## src/rtl/adc_capture_pkg.sv

```systemverilog
// adc_capture_pkg: capture FSM states, default frame geometry and data-slice helper
package adc_capture_pkg;
  typedef enum logic [2:0] {IDLE, WAIT_FALL, SHIFT, END_FALL, QUIET} state_e;
  localparam int DEF_FRAME_BITS = 16;
  localparam int DEF_LEAD_BITS = 3;
  localparam int DEF_DATA_BITS = 8;
  function automatic int data_lsb(input int frame_bits, input int lead_bits, input int data_bits);
    return frame_bits - lead_bits - data_bits;
  endfunction
endpackage

```

## src/rtl/adc_sclk_edge.sv

```systemverilog
// adc_sclk_edge: sclk rise/fall pulse detect and 2-flop serial data sync (clk, rst, sclk_in, sdata_in -> rise, fall, sdata_sync)
module adc_sclk_edge (
  input  logic clk,
  input  logic rst,
  input  logic sclk_in,
  input  logic sdata_in,
  output logic rise,
  output logic fall,
  output logic sdata_sync
);
  logic sclk_q, meta_q, sync_q;
  always_ff @(posedge clk) begin
    if (rst) begin
      sclk_q <= 1'b0;
      meta_q <= 1'b0;
      sync_q <= 1'b0;
    end else begin
      sclk_q <= sclk_in;
      meta_q <= sdata_in;
      sync_q <= meta_q;
    end
  end
  assign rise = sclk_in & ~sclk_q;
  assign fall = ~sclk_in & sclk_q;
  assign sdata_sync = sync_q;
endmodule

```

## src/rtl/adc_serial_capture.sv

```systemverilog
// adc_serial_capture: framed serial ADC read-out (Clck_in, reset_Clock, sclk_in, start, adc_sdata -> adc_cs_n, data_out, data_valid, frame_err, busy)
module adc_serial_capture
  import adc_capture_pkg::*;
#(
  parameter int FRAME_BITS = DEF_FRAME_BITS,
  parameter int LEAD_BITS  = DEF_LEAD_BITS,
  parameter int DATA_BITS  = DEF_DATA_BITS,
  parameter bit CONTINUOUS = 1'b0
) (
  input  logic                 Clck_in,
  input  logic                 reset_Clock,
  input  logic                 sclk_in,
  input  logic                 start,
  input  logic                 adc_sdata,
  output logic                 adc_cs_n,
  output logic [DATA_BITS-1:0] data_out,
  output logic                 data_valid,
  output logic                 frame_err,
  output logic                 busy
);
  localparam int CW = $clog2(FRAME_BITS + 1);
  localparam int LSB = data_lsb(FRAME_BITS, LEAD_BITS, DATA_BITS);
  localparam logic [CW-1:0] LAST = CW'(FRAME_BITS - 1);
  localparam logic [FRAME_BITS-1:0] DMASK = FRAME_BITS'({DATA_BITS{1'b1}}) << LSB;
  logic rise, fall, sd_sync;
  state_e state_q, state_d;
  logic cs_n_q, cs_n_d, valid_q, valid_d, err_q, err_d, busy_q, busy_d;
  logic [DATA_BITS-1:0] data_q, data_d;
  logic [FRAME_BITS-1:0] shreg_q, shreg_d;
  logic [CW-1:0] cnt_q, cnt_d;
  adc_sclk_edge u_edge (
    .clk       (Clck_in),
    .rst       (reset_Clock),
    .sclk_in   (sclk_in),
    .sdata_in  (adc_sdata),
    .rise      (rise),
    .fall      (fall),
    .sdata_sync(sd_sync)
  );
  always_comb begin
    state_d = state_q;
    cs_n_d  = cs_n_q;
    data_d  = data_q;
    valid_d = 1'b0;
    err_d   = err_q;
    shreg_d = shreg_q;
    cnt_d   = cnt_q;
    case (state_q)
      IDLE:      if (start || CONTINUOUS) state_d = WAIT_FALL;
      WAIT_FALL: if (fall) begin
        cs_n_d  = 1'b0;
        cnt_d   = '0;
        state_d = SHIFT;
      end
      SHIFT:     if (rise) begin
        shreg_d = {shreg_q[FRAME_BITS-2:0], sd_sync};
        cnt_d   = cnt_q + 1'b1;
        state_d = (cnt_q == LAST) ? END_FALL : SHIFT;
      end
      END_FALL:  if (fall) begin
        cs_n_d  = 1'b1;
        data_d  = shreg_q[LSB +: DATA_BITS];
        valid_d = 1'b1;
        err_d   = |(shreg_q & ~DMASK);
        state_d = QUIET;
      end
      QUIET:     if (rise) state_d = CONTINUOUS ? WAIT_FALL : IDLE;
      default:   state_d = IDLE;
    endcase
    busy_d = state_d != IDLE;
  end
  always_ff @(posedge Clck_in) begin
    if (reset_Clock) begin
      state_q <= IDLE;
      cs_n_q  <= 1'b1;
      data_q  <= '0;
      valid_q <= 1'b0;
      err_q   <= 1'b0;
      busy_q  <= 1'b0;
      shreg_q <= '0;
      cnt_q   <= '0;
    end else begin
      state_q <= state_d;
      cs_n_q  <= cs_n_d;
      data_q  <= data_d;
      valid_q <= valid_d;
      err_q   <= err_d;
      busy_q  <= busy_d;
      shreg_q <= shreg_d;
      cnt_q   <= cnt_d;
    end
  end
  assign adc_cs_n   = cs_n_q;
  assign data_out   = data_q;
  assign data_valid = valid_q;
  assign frame_err  = err_q;
  assign busy       = busy_q;
endmodule

```

## config.mk

```make
export PLATFORM = sky130hd
export DESIGN_NAME = adc_serial_capture
export DESIGN_NICKNAME = d
export VERILOG_FILES = /design/src/rtl/adc_capture_pkg.sv /design/src/rtl/adc_sclk_edge.sv /design/src/rtl/adc_serial_capture.sv
export SDC_FILE = /design/constraint.sdc
export NUM_CORES = 1
export LEC_CHECK = 0
export CAP_MARGIN = 20
export CORE_AREA = 2 2 77 79
export CTS_CLUSTER_DIAMETER = 200
export DETAILED_ROUTE_END_ITERATION = 10
export DIE_AREA = 0 0 79 81
export HOLD_SLACK_MARGIN = 0.08
export PLACE_DENSITY_LB_ADDON = 0.15
export SLEW_MARGIN = 25
export SYNTH_ARGS = -nofsm -noshare
export SYNTH_HDL_FRONTEND = slang
export SYNTH_HIERARCHICAL = 1
export SYNTH_SLANG_ARGS = --single-unit
```

## constraint.sdc

```tcl
create_clock -name Clck_in -period 1.35 [get_ports Clck_in]
set_input_delay 0.135 -clock Clck_in [delete_from_list [all_inputs] [get_ports Clck_in]]
set_output_delay 0.135 -clock Clck_in [all_outputs]
set_load 0.005 [all_outputs]
```

Yosys cells after proc, flatten, opt, wreduce, memory -nomap -nowiden
Cells that the tools add are included.
{"block": "word_totals", "ff_bits": 39, "latchBits": 0, "ram_bits": 0, "rom_bits": 0, "input_bits": 5, "output_inout_bits": 12, "n_memories": 0}
{"block": "op_classes", "n_addsub": 1, "multipliers": 0, "div": 0, "order_cmp": 0, "n_eq_ne": 8, "n_shift": 0, "n_mux": 14, "n_bitwise": 5, "n_reduce_logical": 10}
{"cell": "$mux 3", "count": 5}
{"cell": "$pmux 3 s5", "count": 1}
{"cell": "$mux 5", "count": 2}
{"cell": "$pmux 5 s2", "count": 1}
{"cell": "$reduce_or 8->1", "count": 1}
{"cell": "$eq 3x2->1 const B", "count": 2}
{"cell": "$ne 2x2->1 const B", "count": 3}
{"cell": "$reduce_and 3->1", "count": 2}
{"cell": "$add 5x1->5 const B", "count": 1}
{"cell": "$eq 5x4->1 const B", "count": 1}
{"cell": "$mux 1", "count": 4}
{"cell": "$reduce_and 2->1", "count": 2}
{"cell": "$reduce_bool 2->1", "count": 2}
{"cell": "$eq 3x1->1 const B", "count": 1}
{"cell": "$eq 3x3->1 const B", "count": 1}
{"cell": "$logic_not 3->1", "count": 1}
{"cell": "$not 1->1", "count": 3}
{"cell": "$reduce_bool 3->1", "count": 1}
{"cell": "$and 1x1->1", "count": 2}
{"cell": "$pmux 1 s2", "count": 1}
{"cell": "$reduce_or 2->1", "count": 1}

Logic depth before layout (Yosys ltp)
Gate-level depths: netlist (run 1).
{"block": "logic_depth", "ltp_word": 5, "mapped_depth": 6, "mapped_depth_nobuf": 5}

Cells and area by module
Netlist (run 1), hierarchy kept.
{"mod": "adc_serial_capture", "n_inst": 1, "cells_each": 151, "area_per_inst_um2": 1438.9}
{"mod": "adc_sclk_edge", "n_inst": 1, "cells_each": 8, "area_per_inst_um2": 91.3}

Worst setup path before layout (run 1)
Ideal clock, no wire load.
{"block": "synth_path", "kind": "flip-flop to flip-flop", "from": "register cnt_q[0]", "to": "register busy_q (netlist: busy)", "setup_ps": 135, "arrival_ps": 1239, "path_slack_ps": -24, "path_stages_with_launch": 6, "cell_sequence": "dfxtp_1 ha_1 and3_1 ha_1 a221oi_2 o221ai_1"}
{"block": "synth_via", "elab_chain_cells": 5}
{"element": "from (decl)", "line": "adc_serial_capture.sv:30", "text": "logic [CW-1:0] cnt_q, cnt_d;"}
{"element": "from (signal assigned)", "line": "adc_serial_capture.sv:90", "text": "cnt_q <= cnt_d;"}
{"element": "$eq 5x4->1", "line": "adc_serial_capture.sv:58", "text": "state_d = (cnt_q == LAST) ? END_FALL : SHIFT;"}
{"element": "$mux 1", "line": "adc_serial_capture.sv:58"}
{"element": "$mux 3", "line": "adc_serial_capture.sv:55", "text": "SHIFT: if (rise) begin"}
{"element": "$pmux 3 s5", "line": "adc_serial_capture.sv:48", "text": "case (state_q)"}
{"element": "$reduce_bool 3->1", "line": "adc_serial_capture.sv:70", "text": "busy_d = state_d != IDLE;"}
{"element": "to (signal assigned)", "line": "adc_serial_capture.sv:88", "text": "busy_q <= busy_d;"}
{"element": "to (decl)", "line": "adc_serial_capture.sv:27", "text": "logic cs_n_q, cs_n_d, valid_q, valid_d, err_q, err_d, busy_q, busy_d;"}
No other way between the ends.
A chain may end at the register's enable or synchronous reset.

Worst setup path in the final report (run 1)
Same ends and word-level chain as after synthesis.

==> impl.org, run 1 <==
** STA
- At the pin with the least slew margin, the transition time is 0.3693 ns.
- Total negative setup slack :: 0 ns
- In this run the tightest slew margin relative to its limit is 75.15%.
- For the final database, setup skew stands at 0.004442 ns.
- Setup Viol. Count Final :: 0
- The number of pins exceeding their max-slew limit in the final report was 0.
- After layout, the worst setup slack is 0.01343 ns.
- Final Critical Period :: 1.337 ns
- Maximum clock frequency :: 748.2 MHz
- Unrepaired setup endpoints after global routing :: true
- The number of endpoints with negative hold slack in the final report is 0.
- Crit share post-route :: 99.00%

** Clock network
- After clock tree synthesis, the clock-pin slew on the worst setup and hold paths is 0.08 ns.
- TritonCTS built the clock tree.
- The H-tree generated during clock tree synthesis spans 2 levels.
- Number of buffers inserted to repair setup after CTS :: 0
- CTS saw 39 sinks.
- Clock tree synthesis inserted a total of 5 buffers.
- Library cell used as clock root buffer :: clkbuf_8
- The clock passes through at most 2 buffers.
- The later pin in the worst-skew pair is clocked with a latency of 0.29 ns.
- Post-cts hold buffer count :: 0

** Drt
- In this run the top signal layer used is met4.
- Detail Route met2 WL :: 1629 um
- Dividing the detail-routed wire length by the instance count gives 12.16 um.
- For this run, design rule violations remaining after detail routing come to 0.
- After detailed routing, the wire length on met1 is 1528 um.
- In the routed layout, each cell is associated on average with a via count of 4.478.
- Starting DRC count in detailed routing :: 74
- The first detailed-routing pass ran for 4 iterations.
- The routed design has 3282 um of wire.
- Antenna viol nets, final :: 0
- Via count :: 1,209
- Met3 wire length :: 77 um

** Logic synthesis
- Count of unique library cells instantiated by Yosys :: 38
- Counting flops with a built-in enable in the synthesized netlist gives 0.
- Fraction of the yosys area taken by sequential cells :: 51.02%
- Post-synthesis register bit count :: 39
- Of all flip-flops after synthesis, the portion carrying an async set or reset was 0%.
- Synthesis produced a netlist with a net count of 166.
- Combined area of all synthesized cells :: 0.001530 mm^2
- Number of cells produced by synthesis :: 159
- Post-Syn Area per Cell :: 9.624 um^2
- Ys flop type :: dfxtp_1
- Warning count from the yosys run :: 6

** Power and ir drop
- Maximum ir drop on the vdd rail :: 0.0004638 V
- The analysis attributes to cell leakage a power of 0.7321 nW.
- Power spread over the standard cell area amounts to 1047 mW/mm^2.

** Floorplan
- The floorplan step set the die width to 79 um.
- Die boundary height :: 81 um
- Area inside the core boundary :: 0.005675 mm^2
- Count of standard-cell rows :: 28
- The die covers 0.006399 mm^2.
- For this design the top-level I/O count stands at 17.
- Initial core utilization :: 26.96%

** Run status
- The flow ran to the end, and the final reports show no timing, DRC or antenna violations.

** Worst setup path
- STA puts the critical path data required time at 1.51 ns.
- Type of destination of the critical path :: flop
- The critical path in this run is classified as reg2reg.
- Largest driver fanout on the critical path :: 2
- Startpoint class of the critical path :: flop
- STA puts the critical path data arrival time at 1.50 ns.

** Finish
- Relative to the synthesized area, the layout overhead comes to 36.63%.
- Leaving out fill and tap cells, the most frequent cells in the layout are 35 x nand2_1, 35 x dfxtp_1, 19 x buf_4, 15 x clkdlybuf4s50_1, 12 x a21oi_2.
- At the end of the flow, the number of nets in the layout was 201.
- The post-route netlist has 29.74% of its cells at a drive strength greater than 1.
- The repair_antennas step left the layout with diodes totalling 0.
- Number of filler instances in the final layout :: 592

** Global route
- First-pass GRT wire length :: 5651 um
- Pin count of the biggest net entering global routing :: 15
- The via count of the first global-routing pass was 1,251.
- Global routing used 11.15% of the available tracks across all layers.
- Initial antenna violation count :: 0
- The total overflow left after global routing is 0.

** Place
- Worst slack, placed :: -0.3329 ns
- Routability cong. :: 0.7599
- HPWL after DPL :: 2302 um
- IO buf count :: 16

** Hold path
- The tightest min-delay check is of the in2reg type.

** Run
- Number of maximum-capacitance constraint violations :: 0
[worst paths after layout]
path / from / end / slack (ns) / depth (start not counted)
max: cnt_q[0] / busy / 0.01 / 5
min: sclk_in / u_edge/sclk_q / 0.20 / 2
max reg2reg: cnt_q[0] / busy / 0.01 / 5
min reg2reg: u_edge/sdata_sync / shreg_q[0] / 0.44 / 2
[layer usage]
metal  track usage, %  up-vias
met2            19.75       16
met3            2.667        5
li1                 -      622
met1            13.04      566
met5                0        -
met4            4.310        0
[what timing repair did]
action	in CTS	in global routing
endpoints found under the setup margin	5	27
cloned	0	1
pin swaps	3	3
resized for setup	16	9
endpoints found under the hold margin	0	0
[cell families after synthesis]
group	Yosys count	synth area share (%)
AOI/OAI and AO/OA	36	17.50
DFF	39	51.02
xor gates and xnor gates	1	0.5725
muxes	1	0.6542
buffers and inverters	12	4.906
and+or+nand+nor	68	23.71
adders and majority gates	2	1.635
[per-stage QoR]
step	instance area (um^2)	total power (W)	hold slack (ns)	cells	util, %
2_1_floorplan	1530	0.001254	0.2066	159	-
3_3_place_gp	1878	0.001312	0.4393	262	33.09
3_5_place_dp	1878	0.001313	0.4330	262	33.09
4_1_cts	2058	0.002204	0.3957	270	36.27
5_1_grt	2091	0.002269	0.1940	270	36.84
6_report	2091	0.002190	0.1966	270	36.84
[Yosys cell counts, types with 2 or more instances]
cell,instances,share of area [%]
dfxtp_1,39,51
nand2_1,35,8.6
a21oi_1,11,3.6
a21oi_2,10,5.7
a22o_1,9,5.2
nor2b_1,6,2.5
nand3_1,4,1.3
buf_2,3,0.98
buf_6,3,2.2
inv_1,3,0.74
nand2b_1,3,1.2
nor2_1,3,0.74
clkbuf_1,2,0.49
ha_1,2,1.6
nor4_1,2,0.82
o21ai_0,2,0.65
[state kept, by name, summed over array words and instances, names as in the netlist, 3 cells and up]
register,count
state_q,3
cnt_q,5
data_out,8
shreg_q,16
[worst max-delay path, cell delays in order (launching register included)]
cell,delay (ns)
dfxtp_2,0.34
ha_4,0.16
and3_4,0.18
ha_4,0.16
a221oi_4,0.25
o221ai_1,0.14
[report_power, final]
group / switching (W) / total [W] / internal [W]
combinational: 0.0000633 / 0.000133 / 0.0000698
sequential: 0.0000101 / 0.00117 / 0.00116
clock: 0.000420 / 0.000885 / 0.000465
[area by class of cell]
class | instances | area (um^2) | share of cell area (%)
multi-input combinational | 109 | 779.5 | 37.28
clock buffer | 7 | 96.34 | 4.608
timing repair buffer | 36 | 316.6 | 15.14
inverter | 3 | 11.26 | 0.5386
clock inverter | 1 | 7.507 | 0.3591
sequential | 39 | 785.8 | 37.58
tap | 75 | 93.84 | 4.488
No activity file was read; power rests on OpenSTA's default activity.
==> run 2: changes to the inputs <==
- CTS_CLUSTER_SIZE: default -> 25
==> results of run 2 <==
Same layout as run 1: the final DEF is identical, and so are final timing and power.
